<file path="config.mk">
export PLATFORM = sky130hd
export DESIGN_NAME = pwc_frame_rx
export DESIGN_NICKNAME = d
export VERILOG_FILES = /design/src/rtl/pwc_frame_rx.sv
export SDC_FILE = /design/constraint.sdc
export NUM_CORES = 1
export LEC_CHECK = 0
export ABC_AREA = 1
export CORE_MARGIN = 2
export CORE_UTILIZATION = 35
export CTS_CLUSTER_SIZE = 20
export DETAILED_ROUTE_END_ITERATION = 8
export PLACE_DENSITY = 0.52
export SYNTH_ARGS = -nofsm -noshare
export SYNTH_HDL_FRONTEND = slang
export SYNTH_SLANG_ARGS = --single-unit
</file>
<file path="constraint.sdc">
create_clock -name clock -period 1.7 [get_ports clock]
set_input_delay 0.17 -clock clock [delete_from_list [all_inputs] [get_ports clock]]
set_output_delay 0.17 -clock clock [all_outputs]
set_load 0.02 [all_outputs]
</file>
<file path="src/rtl/pwc_frame_rx.sv">
// Pulse-width-coded serial frame receiver: short low pulse = 1, long low pulse = 0.
// Frames are ADDR_W+DATA_W bits, LSB first; matching frames latch their data field onto led.
module pwc_frame_rx #(
   parameter int unsigned ADDR_W   = 5,
   parameter int unsigned DATA_W   = 3,
   parameter int unsigned THRESH   = 8,
   parameter int unsigned MAX_LOW  = 15,
   parameter int unsigned IDLE_TO  = 31,
   parameter bit          BCAST_EN = 1'b1
) (
   input  logic              clock,
   input  logic              reset,
   input  logic              rxd,
   input  logic [ADDR_W-1:0] ref_addr,   // station address
   output logic [DATA_W-1:0] led,
   output logic              frame_done,
   output logic              addr_hit,
   output logic              frame_err
);

   localparam int unsigned N       = ADDR_W + DATA_W;
   localparam int unsigned CNT_MAX = (MAX_LOW > IDLE_TO) ? MAX_LOW : IDLE_TO;
   localparam int unsigned CW      = $clog2(CNT_MAX + 2);
   localparam int unsigned BW      = (N > 1) ? $clog2(N) : 1;

   typedef enum logic [2:0] {IDLE, LOW, GAP, DONE, ERR} state_t;

   state_t            state, state_d;
   logic [CW-1:0]     lcnt, lcnt_d, gcnt, gcnt_d;
   logic [BW-1:0]     bitcnt, bitcnt_d;
   logic [N-1:0]      shreg, shreg_d;
   logic [DATA_W-1:0] led_d;
   logic              done_d, hit_d, err_d;
   logic [ADDR_W-1:0] addr_c;
   logic              match_c;
   logic [CW-1:0]     lcnt_inc_c, gcnt_inc_c;

   assign addr_c     = shreg[N-1:DATA_W];
   assign match_c    = (addr_c == ref_addr) || (BCAST_EN && (&addr_c));
   assign lcnt_inc_c = lcnt + CW'(1);
   assign gcnt_inc_c = gcnt + CW'(1);

   // State and datapath registers
   always_ff @(posedge clock) begin
      if (reset) begin
         state      <= IDLE;
         lcnt       <= '0;
         gcnt       <= '0;
         bitcnt     <= '0;
         shreg      <= '0;
         led        <= '0;
         frame_done <= 1'b0;
         addr_hit   <= 1'b0;
         frame_err  <= 1'b0;
      end else begin
         state      <= state_d;
         lcnt       <= lcnt_d;
         gcnt       <= gcnt_d;
         bitcnt     <= bitcnt_d;
         shreg      <= shreg_d;
         led        <= led_d;
         frame_done <= done_d;
         addr_hit   <= hit_d;
         frame_err  <= err_d;
      end
   end

   // Next-state and next-output logic
   always_comb begin
      state_d  = state;
      lcnt_d   = lcnt;
      gcnt_d   = gcnt;
      bitcnt_d = bitcnt;
      shreg_d  = shreg;
      led_d    = led;
      done_d   = 1'b0;
      hit_d    = 1'b0;
      err_d    = 1'b0;
      case (state)
         IDLE: begin
            if (!rxd) begin
               state_d = LOW;
               lcnt_d  = CW'(1);
            end
         end
         LOW: begin
            if (!rxd) begin
               lcnt_d = lcnt_inc_c;
               if (lcnt_inc_c > CW'(MAX_LOW)) begin
                  state_d  = ERR;
                  err_d    = 1'b1;
                  bitcnt_d = '0;
               end
            end else begin
               // Pulse ended: classify and shift in from the MSB side
               shreg_d  = {(lcnt < CW'(THRESH)), shreg[N-1:1]};
               bitcnt_d = bitcnt + BW'(1);
               gcnt_d   = CW'(1);
               state_d  = (bitcnt == BW'(N-1)) ? DONE : GAP;
            end
         end
         GAP: begin
            if (rxd) begin
               gcnt_d = gcnt_inc_c;
               if (gcnt_inc_c > CW'(IDLE_TO)) begin
                  state_d  = ERR;
                  err_d    = 1'b1;
                  bitcnt_d = '0;
               end
            end else begin
               state_d = LOW;
               lcnt_d  = CW'(1);
            end
         end
         DONE: begin
            done_d   = 1'b1;
            hit_d    = match_c;
            bitcnt_d = '0;
            if (match_c) led_d = shreg[DATA_W-1:0];
            if (!rxd) begin
               state_d = LOW;
               lcnt_d  = CW'(1);
            end else begin
               state_d = IDLE;
            end
         end
         ERR: begin
            if (rxd) state_d = IDLE;
         end
         default: state_d = IDLE;
      endcase
   end

endmodule

</file>
==> results of run 1 <==
-- cells in the final DEF (no fill, tap or decap), types with 6 or more instances in the layout --
| master | instances |
|---|---|
| nand2_1 | 48 |
| nor2_1 | 44 |
| dfxtp_1 | 32 |
| inv_1 | 18 |
| clkdlybuf4s50_1 | 13 |
| nand3_1 | 12 |
| o21ai_0 | 12 |
| a21oi_1 | 12 |
| clkbuf_8 | 7 |
| inv_2 | 6 |
| buf_4 | 6 |
-- power by group through the flow --
stage	clock (mW)	combinational (mW)	sequential, mW
global route	0.869	0.276	0.823
global placement	0	0.245	0.835
detailed placement	0	0.243	0.835
CTS	0.822	0.244	0.818
floorplan	0	0.179	0.827
finish	0.797	0.241	0.818
-- worst max-delay path, stage by stage (launching register included) --
cell     delay (ns)
dfxtp_1        0.39
ha_1           0.24
nand3_1        0.09
nand2_1        0.14
nand3_4        0.09
nor2_4         0.15
nor2_4         0.05
nand2_2        0.08
nand2_1        0.05
nand2_1        0.06
nor2_2         0.03
-- cell type report --
type | instances | share of cell area
Clock buffer | 7 | 0.0487
Clock inverter | 1 | 0.0152
Inverter | 25 | 0.0487
Multi-Input combinational cell | 165 | 0.442
Sequential cell | 32 | 0.324
Tap cell | 52 | 0.0329
Timing Repair Buffer | 19 | 0.0886
-- worst max path at each step --
| stage | start | end | slack [ns] | depth (start not counted) |
|---|---|---|---|---|
| global placement | rxd | bitcnt[2] | 0.07 | 11 |
| CTS | lcnt[0] | bitcnt[1] | 0.20 | 10 |
| global route | gcnt[0] | bitcnt[1] | 0.07 | 9 |
| floorplan | lcnt[0] | bitcnt[1] | 0.36 | 10 |
| detailed placement | rxd | bitcnt[1] | 0.05 | 11 |
| finish | lcnt[0] | bitcnt[1] | 0.21 | 10 |
-- cells by family after synthesis --
| kind of cell | synth area share |
|---|---|
| AOI/OAI and AO/OA | 0.122 |
| xor gates and xnor gates | 0.0268 |
| adders and majority gates | 0.0306 |
| buffers and inverters | 0.0742 |
| DFF | 0.391 |
| and+or+nand+nor | 0.356 |
-- layer usage --
layer | global-route usage | wire length [um]
met1 | 0.187 | 1680
met2 | 0.228 | 1510
met3 | 0.0417 | 81
met4 | 0.0556 | 41
met5 | 0 | 0
-- stage by stage --
step	std cells	worst slack [ns]	hold slack, ns
global placement	293	0.0679	0.453
global route	301	0.0701	0.493
finish	301	0.211	0.466
CTS	301	0.199	0.469
detailed placement	293	0.0462	0.458
floorplan	225	0.357	0.243
-- registers in the layout (all words and copies together) (netlist names) --
name	count
gcnt	6
frame_done	1
led	3
bitcnt	3
frame_err	1
shreg	8
state	3
addr_hit	1
lcnt	6
==> run summary, run 1 <==
Critical Path RT: 1.88 ns
FF-to-FF setup slack: 0.21 ns
Synth Instances: 225
Die Wd: 72.4 um
Hold Fails Final Rpt: 0
Area Overhead vs Synth: 20.9%
share of power burned in registers: 0.441
DRT iter0 DRCs: 58
crit path DAT: 1.67 ns
Clock Tree Root: clkbuf_8
Worst-path clk slew: 0.07 ns
GRT Total Usage: 0.145
CP Launch Type: register
share of cells above drive strength 1: 0.153
Post-synth EDFFs: 0
row count: 24
first-pass GRT wire length: 5920 um
CTS HTree Levels: 2
switch share: 0.243
Initial Util: 0.368
Register Area: 641 um2
RR Endpoint: bitcnt[1]
cts repair resizes: 0
final setup violation count: 0
Seq/Total Area, Yosys: 0.391
crit-path max FO: 5
most common cell in the netlist: nand2_1
internal power: 1.40 mW
Synth top area share: 0.391
worst hold endpoint: lcnt[5]
initial antenna violation count: 0
Hold Crit Class: register to register
I/O pin count: 14
outcome: finished clean
clock power share: 0.429
Synth Cell Area: 1640 um2
synth top area cells: dfxtp_1 39%, nand2_1 11%, nor2_1 10%, inv_1 4.1%, a21oi_1 3.7%
diodes inserted: 0
routed wire length: 3310 um
worst reg-to-reg path cell count: 10
Placed Area: 1850 um2
Max-slew headroom: 0.830
Commonest cells post-synth: 48 x nand2_1, 44 x nor2_1, 32 x dfxtp_1
RePlAce Congestion: 0.779
Layout Utilization: 0.445
CTS tree: done
P_leak: 0.855 nW
Bufs on Longest Clock Path: 2
DIE AREA: 5240 um2
remaining global-route overflow: 0
count of different cell masters after synthesis: 32
post-route ant nets: 0
pin count of the biggest net entering global routing: 19
syn_area_per_cell: 7.27 um2
Power Density: 938 nW/um2
clk_lat worst skew: 0.28 ns
largest area contributor in the netlist: dfxtp_1
Most used DFF post-synth: dfxtp_1
multi-input logic area: 875 um2
hold path depth: 2
reg-to-reg startpoint: lcnt[0]
RSZ-0062 raised after global routing: no
Tmin final: 1.49 ns
Highest Clock Rate: 672 MHz
max cap viols: 0
Core ar.: 4440 um2
design area: 1980 um2
detailed placer's ending HPWL: 2440 um
Combinational Power Share: 0.130
Mapped Nets: 237
Seq cells post-synth: 32
CTS Buf Count: 5
Setup CP Type: register to register
Max rail drop VDD: 492 uV
Wirelength per Cell: 11.0 um
Post-CTS Setup Bufs: 0
period utilisation layout: 0.876
Warnings, synthesis: 0
Clock Sinks: 32
hold path startpoint: lcnt[5]
vias in the first global route: 1310
nets: 260
Fill cells: 491
Port Buffers: 13
fin. max-slew vios: 0
Net Switching: 452 uW
CTS hold repair buffers: 0
Via Count: 1397
Tot Pwr: 1.85 mW
Crit. End Element: register
Pre-Repair DR Iteration Count: 4
number of remaining DRC errors: 0
Post-synth ARST share: 0
Clock Skews: 0.00566 ns
worst slew pin tran: 0.255 ns
die height: 72.4 um
Setup TNS Final: 0 ns
via/cell ratio: 4.64
No activity file was read; power rests on OpenSTA's default activity.
==> run 2, diff against run 1 <==
- SKIP_CTS_REPAIR_TIMING: unset -> 1
==> results of run 2 <==
The final DEF is identical to that of run 1; final timing and power are the same.
